==> config.mk <==
export PLATFORM = sky130hd
export DESIGN_NAME = dmi_arbiter
export DESIGN_NICKNAME = d
export VERILOG_FILES = /design/src/rtl/dmi_arbiter.sv
export SDC_FILE = /design/constraint.sdc
export NUM_CORES = 1
export LEC_CHECK = 0
export ABC_AREA = 1
export BUFFER_PORTS_ARGS = -buffer_cell sky130_fd_sc_hd__buf_2
export CAP_MARGIN = 20
export CORE_UTILIZATION = 30
export DETAILED_ROUTE_END_ITERATION = 16
export GPL_ROUTABILITY_DRIVEN = 0
export PLACE_DENSITY = 0.63
export SYNTH_ARGS = -nofsm -noshare
export SYNTH_HDL_FRONTEND = slang
export SYNTH_SLANG_ARGS = --single-unit
==> constraint.sdc <==
create_clock -name clk -period 2.16 [get_ports clk]
set_input_delay 0.216 -clock clk [delete_from_list [all_inputs] [get_ports clk]]
set_output_delay 0.216 -clock clk [all_outputs]
set_load 0.02 [all_outputs]
==> src/rtl/dmi_arbiter.sv <==
// dmi_arbiter: two-requester round-robin arbiter in front of a single DMI port.
// Only one transaction is outstanding at a time. Each response goes back to
// the requester that issued the request. Priority rotates to the other
// requester after every completed transaction.
//
// Optional feature macro: DMI_ARB_TIMEOUT_EN
//   When defined, a WAIT watchdog returns a synthetic "failed" response
//   (resp=2, data=0) after TIMEOUT_CYCLES cycles with no response. The late
//   response that eventually arrives is then absorbed by a drain flag.
//   When undefined, WAIT waits indefinitely and TIMEOUT_CYCLES is inert.

module dmi_arbiter #(
  parameter int ADDR_W         = 7,
  parameter int DATA_W         = 32,
  parameter int TIMEOUT_CYCLES = 1024
) (
  input  logic              clk,
  input  logic              reset_n,

  input  logic              m0_req_valid,
  output logic              m0_req_ready,
  input  logic [ADDR_W-1:0] m0_req_addr,
  input  logic [1:0]        m0_req_op,
  input  logic [DATA_W-1:0] m0_req_data,
  output logic              m0_resp_valid,
  input  logic              m0_resp_ready,
  output logic [1:0]        m0_resp_resp,
  output logic [DATA_W-1:0] m0_resp_data,

  input  logic              m1_req_valid,
  output logic              m1_req_ready,
  input  logic [ADDR_W-1:0] m1_req_addr,
  input  logic [1:0]        m1_req_op,
  input  logic [DATA_W-1:0] m1_req_data,
  output logic              m1_resp_valid,
  input  logic              m1_resp_ready,
  output logic [1:0]        m1_resp_resp,
  output logic [DATA_W-1:0] m1_resp_data,

  output logic              s_req_valid,
  input  logic              s_req_ready,
  output logic [ADDR_W-1:0] s_req_addr,
  output logic [1:0]        s_req_op,
  output logic [DATA_W-1:0] s_req_data,
  input  logic              s_resp_valid,
  output logic              s_resp_ready,
  input  logic [1:0]        s_resp_resp,
  input  logic [DATA_W-1:0] s_resp_data,

  output logic              owner,
  output logic              busy
);

  typedef enum logic [1:0] {
    ST_IDLE   = 2'd0,
    ST_ISSUE  = 2'd1,
    ST_WAIT   = 2'd2,
    ST_RETURN = 2'd3
  } state_t;

  localparam logic [1:0] RESP_FAILED = 2'd2;

  state_t              r_state;
  state_t              w_state_nxt;

  logic                r_ptr;       // requester that wins a tie
  logic                r_owner;     // requester of current/last transaction
  logic [ADDR_W-1:0]   r_addr;
  logic [1:0]          r_op;
  logic [DATA_W-1:0]   r_wdata;
  logic [1:0]          r_resp;
  logic [DATA_W-1:0]   r_rdata;

  logic                w_sel;       // requester chosen in IDLE
  logic                w_load_req;  // request accepted this cycle
  logic                w_load_resp; // real response captured this cycle
  logic                w_timeout;   // watchdog fires this cycle
  logic                w_ret_done;  // owner accepted the response
  logic                w_drain_rdy; // extra s_resp_ready while draining

`ifdef DMI_ARB_TIMEOUT_EN
  localparam int CNT_W = (TIMEOUT_CYCLES > 2) ? $clog2(TIMEOUT_CYCLES) : 1;

  logic [CNT_W-1:0]    r_cnt;
  logic                r_drain;
  logic                w_cnt_last;
  logic                w_discard;

  assign w_cnt_last  = (r_cnt == CNT_W'(TIMEOUT_CYCLES - 1));
  // While draining, any response that shows up belongs to an abandoned
  // transaction and is thrown away.
  assign w_discard   = r_drain & s_resp_valid;
  assign w_drain_rdy = r_drain;
`else
  logic                w_unused_timeout;

  // The watchdog length only matters when the timeout feature is built in.
  assign w_unused_timeout = (TIMEOUT_CYCLES != 0);
  assign w_drain_rdy      = 1'b0;
`endif

  // Requests are forwarded from registers; responses are returned from registers.
  assign s_req_addr   = r_addr;
  assign s_req_op     = r_op;
  assign s_req_data   = r_wdata;
  assign m0_resp_resp = r_resp;
  assign m0_resp_data = r_rdata;
  assign m1_resp_resp = r_resp;
  assign m1_resp_data = r_rdata;
  assign owner        = r_owner;
  assign busy         = (r_state != ST_IDLE);

  // Next-state, grant and handshake decode for the transaction FSM.
  always_comb begin
    w_state_nxt   = r_state;
    w_sel         = 1'b0;
    w_load_req    = 1'b0;
    w_load_resp   = 1'b0;
    w_timeout     = 1'b0;
    w_ret_done    = 1'b0;
    m0_req_ready  = 1'b0;
    m1_req_ready  = 1'b0;
    s_req_valid   = 1'b0;
    s_resp_ready  = w_drain_rdy;
    m0_resp_valid = 1'b0;
    m1_resp_valid = 1'b0;

    // A tie goes to the pointer. Otherwise the lone requester wins.
    if (m0_req_valid && m1_req_valid) begin
      w_sel = r_ptr;
    end else begin
      w_sel = m1_req_valid;
    end

    case (r_state)
      ST_IDLE: begin
        if (m0_req_valid || m1_req_valid) begin
          m0_req_ready = ~w_sel;
          m1_req_ready = w_sel;
          w_load_req   = 1'b1;
          w_state_nxt  = ST_ISSUE;
        end else begin
          w_state_nxt  = ST_IDLE;
        end
      end

      ST_ISSUE: begin
        s_req_valid = 1'b1;
        if (s_req_ready) begin
          w_state_nxt = ST_WAIT;
        end else begin
          w_state_nxt = ST_ISSUE;
        end
      end

      ST_WAIT: begin
        s_resp_ready = 1'b1;
`ifdef DMI_ARB_TIMEOUT_EN
        // A real response beats the watchdog in the same cycle. A response
        // that arrives while draining belongs to the abandoned transaction.
        if (s_resp_valid && !r_drain) begin
          w_load_resp = 1'b1;
          w_state_nxt = ST_RETURN;
        end else if (w_cnt_last) begin
          w_timeout   = 1'b1;
          w_state_nxt = ST_RETURN;
        end else begin
          w_state_nxt = ST_WAIT;
        end
`else
        if (s_resp_valid) begin
          w_load_resp = 1'b1;
          w_state_nxt = ST_RETURN;
        end else begin
          w_state_nxt = ST_WAIT;
        end
`endif
      end

      ST_RETURN: begin
        m0_resp_valid = ~r_owner;
        m1_resp_valid = r_owner;
        if (r_owner) begin
          w_ret_done = m1_resp_ready;
        end else begin
          w_ret_done = m0_resp_ready;
        end
        if (w_ret_done) begin
          w_state_nxt = ST_IDLE;
        end else begin
          w_state_nxt = ST_RETURN;
        end
      end

      default: begin
        w_state_nxt = ST_IDLE;
      end
    endcase
  end

  // FSM state register.
  always_ff @(posedge clk or negedge reset_n) begin
    if (!reset_n) begin
      r_state <= ST_IDLE;
    end else begin
      r_state <= w_state_nxt;
    end
  end

  // Capture the granted requester's fields. They stay stable until the next grant.
  always_ff @(posedge clk or negedge reset_n) begin
    if (!reset_n) begin
      r_owner <= 1'b0;
      r_addr  <= '0;
      r_op    <= 2'd0;
      r_wdata <= '0;
    end else if (w_load_req) begin
      r_owner <= w_sel;
      r_addr  <= w_sel ? m1_req_addr : m0_req_addr;
      r_op    <= w_sel ? m1_req_op   : m0_req_op;
      r_wdata <= w_sel ? m1_req_data : m0_req_data;
    end
  end

  // Capture the slave response, or a synthetic failure when the watchdog fires.
  always_ff @(posedge clk or negedge reset_n) begin
    if (!reset_n) begin
      r_resp  <= 2'd0;
      r_rdata <= '0;
    end else if (w_load_resp) begin
      r_resp  <= s_resp_resp;
      r_rdata <= s_resp_data;
    end else if (w_timeout) begin
      r_resp  <= RESP_FAILED;
      r_rdata <= '0;
    end
  end

  // Rotate priority away from the requester that just completed.
  always_ff @(posedge clk or negedge reset_n) begin
    if (!reset_n) begin
      r_ptr <= 1'b0;
    end else if (w_ret_done) begin
      r_ptr <= ~r_owner;
    end
  end

`ifdef DMI_ARB_TIMEOUT_EN
  // WAIT cycle counter. It is held at zero outside WAIT, so it restarts on every entry.
  always_ff @(posedge clk or negedge reset_n) begin
    if (!reset_n) begin
      r_cnt <= '0;
    end else if (r_state != ST_WAIT) begin
      r_cnt <= '0;
    end else begin
      r_cnt <= r_cnt + CNT_W'(1);
    end
  end

  // Drain flag: set by a timeout, cleared by the next response that arrives.
  always_ff @(posedge clk or negedge reset_n) begin
    if (!reset_n) begin
      r_drain <= 1'b0;
    end else if (w_timeout) begin
      r_drain <= 1'b1;
    end else if (w_discard) begin
      r_drain <= 1'b0;
    end
  end
`endif

endmodule

# After elaboration in Yosys (flattened, before gate mapping)
# Cells that the tools add are included.
op_classes:
  eq_ne: 3
  mux: 24
  bitwise_logic: 2
  reduce_logical: 4
op_table:
  columns: ["op", "count"]
  rows:
  - ["$mux W32", 1]
  - ["$mux W1", 18]
  - ["$pmux W2 S4", 1]
  - ["$mux W7", 1]
  - ["$mux W2", 3]
  - ["$eq A2 B2 Y1 const B", 2]
  - ["$eq A2 B1 Y1 const B", 1]
  - ["$logic_not A2 Y1", 1]
  - ["$not A1 Y1", 2]
  - ["$reduce_bool A2 Y1", 1]
  - ["$logic_and A1 B1 Y1", 1]
  - ["$logic_or A1 B1 Y1", 1]
totals:
  ff_bits: 79
  output_inout_bits: 117

# Depth between registers and ports, before layout
# Gate-level depths: netlist (run 1).
depth:
  ltp_word: 5
  ltp_mapped: 7

# Worst setup path before layout (run 1)
# No wires, ideal clock.
synth_path:
  path_kind: "register to output"
  start: "register r_state[0]"
  end: "output port m0_req_ready"
  arrival_ns: 1.223
  setup_slack_ns: 0.721
  stages_incl_launch_ff: 5
  path_cell_list: "dfrtp_1 nor2_1 o21ai_4 buf_2 a21oi_1"
synth_between:
  elab_chain_len: 2
synth_rtl:
  columns: ["item", "line_no", "rtl"]
  rows:
  - ["from (decl)", "63", "state_t r_state;"]
  - ["from (signal assigned)", "206", "r_state <= w_state_nxt;"]
  - ["$logic_not A2 Y1", "135", "case (r_state)"]
  - ["$mux W1", "135", null]
  - ["to (decl)", "21", "output logic m0_req_ready,"]
# No other way between the ends.

# Worst setup path after layout (run 1)
# Ends and elaborated chain as after synthesis.

==> results of run 1 <==
-- Yosys cell counts (3+ instances only) --
library cell    n
a21oi_1         3
buf_2          13
buf_4          39
buf_6           3
clkbuf_1       10
dfrtp_1        79
inv_1          87
nand2_1       199
nand2_2         3
nand3_1       117
nor2_1          6
-- sequential cells by signal, summed over array words and instances, names as in the netlist --
signal	cells
owner	1
m0_resp_resp	2
s_req_addr	7
r_state	2
s_req_data	32
m0_resp_data	32
r_ptr	1
s_req_op	2
-- stage by stage --
stage          utilization [%]  power, mW  hold slack, ns  instances  worst slack, ns
3_5_place_dp              39.4       7.01           0.242        929            0.557
3_3_place_gp              39.4       6.97           0.244        929            0.613
4_1_cts                   41.7       8.60          0.0948        946            0.373
5_1_grt                   41.7       9.10           0.105        946            0.268
2_1_floorplan                -       5.82         -0.0796        567            0.721
6_report                  41.7       8.47           0.113        946            0.433
-- what timing repair did --
item,4_1_cts,5_1_grt
hold endpoints to repair,41,0
gates resized for setup,0,0
hold buffers,1,0
buffers inserted,0,0
-- area by class of cell --
type	instances	area, sq um
Inverter	88	330
Clock inverter	6	67.6
Multi-Input combinational cell	335	1460
Sequential cell	79	1980
Tap cell	176	220
Clock buffer	10	239
Fill cell	1450	7840
Timing Repair Buffer	252	1320
-- worst max-delay path, cell delays in order (launching register included) --
cell and delay (ns):
dfrtp_1 0.44, nor2_1 0.21, o21ai_4 0.19, a21oi_1 0.16, buf_2 0.18
-- where the power goes --
part | internal [mW] | total [mW] | switching [mW]
logic | 1.37 | 4.22 | 2.85
clock network | 0.930 | 1.53 | 0.602
registers | 2.21 | 2.71 | 0.503
-- worst max-delay path by stage --
stage	end	slack (ns)
2_1_floorplan	m0_req_ready	0.72
3_3_place_gp	s_req_data[25]	0.61
3_5_place_dp	s_req_op[0]	0.56
4_1_cts	m0_req_ready	0.37
5_1_grt	m0_req_ready	0.27
6_report	m0_req_ready	0.43
-- routing by layer --
| metal | track usage, % | wire length (microns) |
|---|---|---|
| met5 | 0 | 10 |
| met3 | 3.82 | 791 |
| met2 | 28.1 | 5630 |
| met4 | 6.72 | 178 |
| met1 | 19.1 | 4990 |
-- cells by family after synthesis --
group / share of synthesized area [%]
AO/OA/AOI/OAI: 0.985
AND/OR/NAND/NOR: 33.7
flip-flops: 47.2
buffers and inverters: 18.1
==> results_dict.tcl, run 1 <==
set metrics [dict create \
    synth-main-ff-cell "dfrtp_1" \
    ir_worst_vdd_mv 0.477 \
    cts_tree "done" \
    dp_hpwl_mm 8.62 \
    cts_max_path_buffers 2 \
    wl_mm 11.6 \
    yosysWarnings 0 \
    status "finished clean" \
    min_period_over_period_pct 80.0 \
    rrSetupSlack_ns 0.73 \
    stdcell_area_sq_um 5610 \
    r2r_start "r_state[0]" \
    drive_gt1_share_pct 35.7 \
    grt_pass1_vias 3672 \
    crit_fanout 18 \
    syn_inst 567 \
    p_leak_nw 3.52 \
    rsz0062_at_grt "no" \
    clock-skew-final_ns 0.00759 \
    synth_top_area_share_pct 47.2 \
    timing.fmax_ghz 0.579 \
    synth_enable_flop_cells 0 \
    cts.htree.levels 3 \
    grt_usage_pct 16.2 \
    path_clk_slew_ns 0.06 \
    initial_core_util_pct 31.2 \
    hold_viol_final 0 \
    grt_pass1_wl_mm 18.0 \
    setup_viol 0 \
    fin_nets 889 \
    dr.pass1.iters 4 \
    max-cap-violations 0 \
    syn_area_sq_um 4190 \
    syn2layout_area_growth_pct 33.9 \
    hold-path-endpoint "m0_resp_data[29]" \
    num_vias 4087 \
    dieArea_sq_um 14400 \
    worstSetupPathType "flop to output port" \
    io_pins 241 \
    die_h_microns 120 \
    critical_path_arrival_ns 1.51 \
    yosysUniqueCellTypes 17 \
    io_buffers 240 \
    ys_seq_area_share_pct 47.2 \
    hp-class "input port to flop" \
    startpoint "r_state[0]" \
    final_common_cell "buf_2" \
    setup_tns_ns 0 \
    drt_iter0_markers 203 \
    min_period_ns 1.73 \
    reg2reg_to "s_req_data[19]" \
    overflow 0 \
    routed_via_density 4.32 \
    synth_top_area_cell "dfrtp_1" \
    end_kind "output port" \
    cts_buffers 9 \
    antenna_found_initial 1 \
    tightestPinTransition_ns 0.561 \
    hold_path_depth 3 \
    synth.area.top_cells "dfrtp_1, nand2_1, nand3_1" \
    slew_viol_final 0 \
    die_w_microns 120 \
    wire_per_inst_microns 12.3 \
    power_density_nw_per_um2 1510 \
    r2r_cells 5 \
    diodes 0 \
    grt_max_degree 43 \
    required_ns 1.94 \
    cts_root_buffer "clkbuf_16" \
    slew_headroom_pct 62.6 \
    synth_seq_cells 79 \
    min-delay-start "s_resp_data[29]" \
    critPathLaunchType "flop" \
    mostFrequentLayoutCells "buf_2, nand2_1, nand3_1" \
    fp-row-count 42 \
    core_sq_um 13500 \
    cts_sinks 79 \
    syn_avg_cell_area_sq_um 7.39 \
    antenna_left 0 \
    ys_async_sr_fraction_pct 100 \
    drc 0 \
    clk_latency_ns 0.33 \
    syn_nets 691 \
    dpl-instance-area_sq_um 5290 \
]
No activity file was read; power rests on OpenSTA's default activity.
==> inputs of run 2 (changes only) <==
==> constraint.sdc (replaced) <==
create_clock -name clk -period 1.8 [get_ports clk]
set_input_delay 0.18 -clock clk [delete_from_list [all_inputs] [get_ports clk]]
set_output_delay 0.18 -clock clk [all_outputs]
set_load 0.02 [all_outputs]
==> run 2 against run 1 <==
Effect of this change:
- sequential share of layout area fell by 0.30 points
- worst setup slack worse by 0.31 ns
- cell count is 0.21% higher
- die area is the same
- clock-buffer cell count is 2 higher
- register-to-register slack got worse by 0.37 ns
- total power rose by 21%
- utilization up 0.35 points
- routed wire length fell by 0.93%
- sequential cell count stayed put
- combinational power grew 22%
==> results_dict.tcl, run 2 (synthesis gave the netlist of run 1 again) <==
set metrics [dict create \
    crit_chain "inv_1 -> nand2_2 -> nand2_4 -> buf_12 -> nor2_1 -> buf_2" \
    cts_tree "done" \
    hold_viol_final 0 \
    grt_usage_pct 16.5 \
    grt_pass1_wl_mm 18.4 \
    die_h_microns 120 \
    worstSetupPathDepth 6 \
    regArea_sq_um 1980 \
    crit_slowest_cell "dfrtp_1" \
    min_period_ns 1.67 \
    utilization_pct 42.1 \
    grt_max_degree 38 \
    syn2layout_area_growth_pct 35.0 \
    dr.pass1.iters 4 \
    cts_root_buffer "clkbuf_16" \
    end_kind "output port" \
    max-cap-violations 0 \
    ir_worst_vdd_mv 0.570 \
    cts_buffers 9 \
    grt_pass1_vias 3669 \
    reg2reg_to "s_req_data[23]" \
    p_leak_nw 3.55 \
    mostFrequentLayoutCells "buf_2, nand2_1, nand3_1" \
    routed_via_density 4.32 \
    drc 0 \
    io_buffers 240 \
    core_sq_um 13500 \
    dieArea_sq_um 14400 \
    antenna_found_initial 2 \
    cts_sinks 79 \
    setup_tns_ns 0 \
    wire_per_inst_microns 12.1 \
    fp-row-count 42 \
    crit_buf_inv 3 \
    multiInputGateArea_sq_um 1460 \
    fillers 1422 \
    crit_fanout 24 \
    power_density_nw_per_um2 1810 \
    clock-skew-final_ns 0.00469 \
    required_ns 1.62 \
    clk_latency_ns 0.33 \
    diodes 0 \
    critical_path_arrival_ns 1.49 \
    die_w_microns 120 \
    cts.htree.levels 3 \
    r2r_cells 6 \
    post-place-ws_ns 0.319 \
    stdcell_count 948 \
    antenna_left 0 \
    r2r_start "r_state[0]" \
    status "finished clean" \
    dp_cells 930 \
    rsz0062_at_grt "no" \
    timing.fmax_ghz 0.597 \
    drt_iter0_markers 176 \
    cts_max_path_buffers 2 \
    fin_nets 892 \
    hp-class "input port to flop" \
    critical_path.max_stage_delay_ns 0.34 \
    final_common_cell "buf_2" \
    critPathLaunchType "flop" \
    tightestPinTransition_ns 0.546 \
    cp_top_family "simple AND/OR/NAND/NOR gates" \
    fin_ws_ns 0.125 \
    startpoint "r_ptr" \
    setup_viol 0 \
    num_vias 4092 \
    slew_viol_final 0 \
    overflow 0 \
    power_mw 10.2 \
    endpoint "m1_req_ready" \
    worstSetupPathType "flop to output port" \
    rrSetupSlack_ns 0.36 \
    initial_core_util_pct 31.2 \
    path_clk_slew_ns 0.06 \
    wl_mm 11.5 \
    io_pins 241 \
    min_period_over_period_pct 93.0 \
    drive_gt1_share_pct 35.9 \
    slew_headroom_pct 63.4 \
    dp_hpwl_mm 8.71 \
]
run 2: cell count changes in the layout (fill, tap and decap cells not counted), sizes merged:
cell and change:
buf +3, clkbuf +2, clkinv -1, clkinvlp -1, inv -1
run 2: metal layers:
layer / wire, microns / GRT usage, %
met1: 4750 / 19.2
met2: 5620 / 28.3
met3: 910 / 4.58
met4: 198 / 6.88
met5: 13 / 0
run 2: tightest hold or removal path: stages:
cell	delay (ns)
buf_2	0.07
nand3_1	0.06
nand2_1	0.06
run 2: cell type report:
class	count	share of cell area, %
clock buffer	12	4.53
clock inverter	3	0.752
inverter	88	5.84
multi-input combinational	335	25.9
sequential	79	34.9
tap	176	3.89
timing repair buffer	255	24.2
run 2: worst min-delay path by stage:
stage          slack (ns)       startpoint  cells after the start          endpoint
5_1_grt              0.08   s_resp_resp[0]                      3   m0_resp_resp[0]
4_1_cts              0.06  s_resp_data[26]                      3  m0_resp_data[26]
6_report             0.08  s_resp_data[26]                      3  m0_resp_data[26]
3_5_place_dp         0.15          reset_n                      1   m0_resp_data[3]
2_1_floorplan       -0.12          reset_n                      0   m0_resp_data[0]
3_3_place_gp         0.15          reset_n                      1   m0_resp_data[3]
run 2: power by group:
group | leakage (nW) | internal [mW] | total [mW] | switching (mW)
logic | 2.43 | 1.70 | 5.15 | 3.44
registers | 0.973 | 2.65 | 3.24 | 0.591
clock network | 0.145 | 1.14 | 1.82 | 0.683
run 2: repair_timing:
item | 4_1_cts | 5_1_grt
endpoints found under the hold margin | 30 | 0
gates resized for setup | 0 | 2
setup endpoints to repair | 0 | 3
buffers inserted | 0 | 2
hold buffers | 1 | 0
run 2: metrics by stage:
| stage | instance area (sq um) | hold WS, ns |
|---|---|---|
| after CTS | 5640 | 0.0617 |
| final | 5660 | 0.0783 |
| after global placement | 5330 | 0.148 |
| after detailed placement | 5330 | 0.152 |
| after global routing | 5660 | 0.0802 |
| after floorplan | 4190 | -0.116 |
==> inputs of run 3 (changes only) <==
--- a/config.mk
+++ b/config.mk
@@ -8,10 +8,10 @@
 export ABC_AREA = 1
 export BUFFER_PORTS_ARGS = -buffer_cell sky130_fd_sc_hd__buf_2
 export CAP_MARGIN = 20
-export CORE_UTILIZATION = 30
+export CORE_UTILIZATION = 40
 export DETAILED_ROUTE_END_ITERATION = 16
 export GPL_ROUTABILITY_DRIVEN = 0
-export PLACE_DENSITY = 0.63
+export PLACE_DENSITY = 0.79
 export SYNTH_ARGS = -nofsm -noshare
 export SYNTH_HDL_FRONTEND = slang
 export SYNTH_SLANG_ARGS = --single-unit
==> run 3 against run 2 <==
Effect of this change:
- clock-buffer cell count shrank 2
- register-to-register slack worse by 0.07 ns
- non-clock buffer count fell by 3
- hold slack worse by 0.013 ns
- highest routed layer is now met4
- die area shrank 25%
- largest power group unchanged
- via count is 0.24% higher
- largest cell class unchanged
==> results_dict.tcl, run 3 (synthesis gave the netlist of run 1 again) <==
set metrics [dict create \
    status "finished clean" \
    startpoint "r_ptr" \
    clock-skew-final_ns 0.00802 \
    cts_max_path_buffers 2 \
    initial_core_util_pct 41.0 \
    ir_worst_vdd_mv 0.855 \
    grt_pass1_vias 3621 \
    grt_pass1_wl_mm 17.6 \
    min_period_over_period_pct 95.1 \
    multiInputGateArea_sq_um 1470 \
    drt_iter0_markers 176 \
    post-place-ws_ns 0.211 \
    path_clk_slew_ns 0.09 \
    slew_viol_final 0 \
    setup_viol 0 \
    io_buffers 240 \
    syn2layout_area_growth_pct 31.3 \
    wl_mm 11.0 \
    endpoint "m1_req_ready" \
    num_vias 4102 \
    worstSetupPathType "flop to output port" \
    r2r_start "r_state[1]" \
    rsz0062_at_grt "yes" \
    power_density_nw_per_um2 1780 \
    drc 0 \
    reg2reg_to "m0_resp_data[28]" \
    max-cap-violations 0 \
    dr.pass1.iters 5 \
    cts_setup_buffers 0 \
    grt_max_degree 43 \
    fillers 1046 \
    cts_tree "done" \
    timing.fmax_ghz 0.584 \
    dieArea_sq_um 10900 \
    wire_per_inst_microns 12.2 \
    cts_buffers 9 \
    end_kind "output port" \
    utilization_pct 53.8 \
    drive_gt1_share_pct 35.8 \
    core_sq_um 10200 \
    slew_headroom_pct 67.9 \
    fp-row-count 37 \
    overflow 0 \
    fin_ws_ns 0.0881 \
    tightestPinTransition_ns 0.481 \
    routed_via_density 4.53 \
    stdcell_area_sq_um 5500 \
    cts_sinks 79 \
    power_mw 9.77 \
    antenna_left 0 \
    cts_root_buffer "clkbuf_8" \
    r2r_cells 5 \
    die_w_microns 104 \
    clk_latency_ns 0.34 \
    regArea_sq_um 1980 \
    dpl-instance-area_sq_um 5260 \
    required_ns 1.62 \
    diodes 0 \
    critPathLaunchType "flop" \
    dp_hpwl_mm 8.16 \
    whs_ns 0.0652 \
    cts.htree.levels 3 \
    grt_usage_pct 20.3 \
    die_h_microns 104 \
    critical_path_arrival_ns 1.53 \
    antenna_found_initial 0 \
    min_period_ns 1.71 \
    mostFrequentLayoutCells "buf_2, nand2_1, nand3_1" \
    fin_nets 890 \
    final_common_cell "buf_2" \
    io_pins 241 \
    rrSetupSlack_ns 0.29 \
    hold_viol_final 0 \
    p_leak_nw 3.49 \
    hp-class "input port to flop" \
    crit_fanout 23 \
]
run 3: what timing repair did:
item	in CTS	in global routing
hold endpoints to repair	22	0
endpoints found under the setup margin	1	2
cloned	1	0
gates resized for setup	2	0
hold buffers	1	0
run 3: worst min-delay path by stage:
| stage | from | end | cells past startpoint |
|---|---|---|---|
| 3_3_place_gp | reset_n | m0_resp_data[14] | 1 |
| 6_report | s_resp_resp[0] | m0_resp_resp[0] | 3 |
| 5_1_grt | s_resp_data[19] | m0_resp_data[19] | 3 |
| 3_5_place_dp | reset_n | m0_resp_data[14] | 1 |
| 4_1_cts | s_resp_resp[0] | m0_resp_resp[0] | 3 |
| 2_1_floorplan | reset_n | m0_resp_data[0] | 0 |
run 3: report_power, final:
group	internal, mW	switching (mW)
clock	0.815	0.642
sequential	2.65	0.615
combinational	1.64	3.41
run 3: final cells by class:
cell class | count | share of cell area, %
clock buffer | 10 | 2.50
inverter | 88 | 6.00
clock inverter | 5 | 1.48
tap | 136 | 3.09
sequential | 79 | 35.9
multi-input combinational | 336 | 26.7
timing repair buffer | 252 | 24.2
run 3: worst max-delay path, stage by stage, from the launching register on:
cell,delay (ns)
dfrtp_1,0.39
inv_1,0.10
nand2_2,0.07
nand2_2,0.24
buf_12,0.20
nor2_1,0.05
buf_2,0.16
run 3: metal layers:
layer  up-vias  GRT usage [%]  wire (microns)
li1       2088              -               -
met1      1798           25.5            4720
met2       204           34.8            5340
met3        12           4.64             812
met4         0           5.51             153
met5         -              0               0
run 3: stage by stage:
stage               cells  setup TNS (ns)
floorplan             567               0
finish                906               0
CTS                   906               0
global route          906         -0.0200
detailed placement    889               0
global placement      889               0
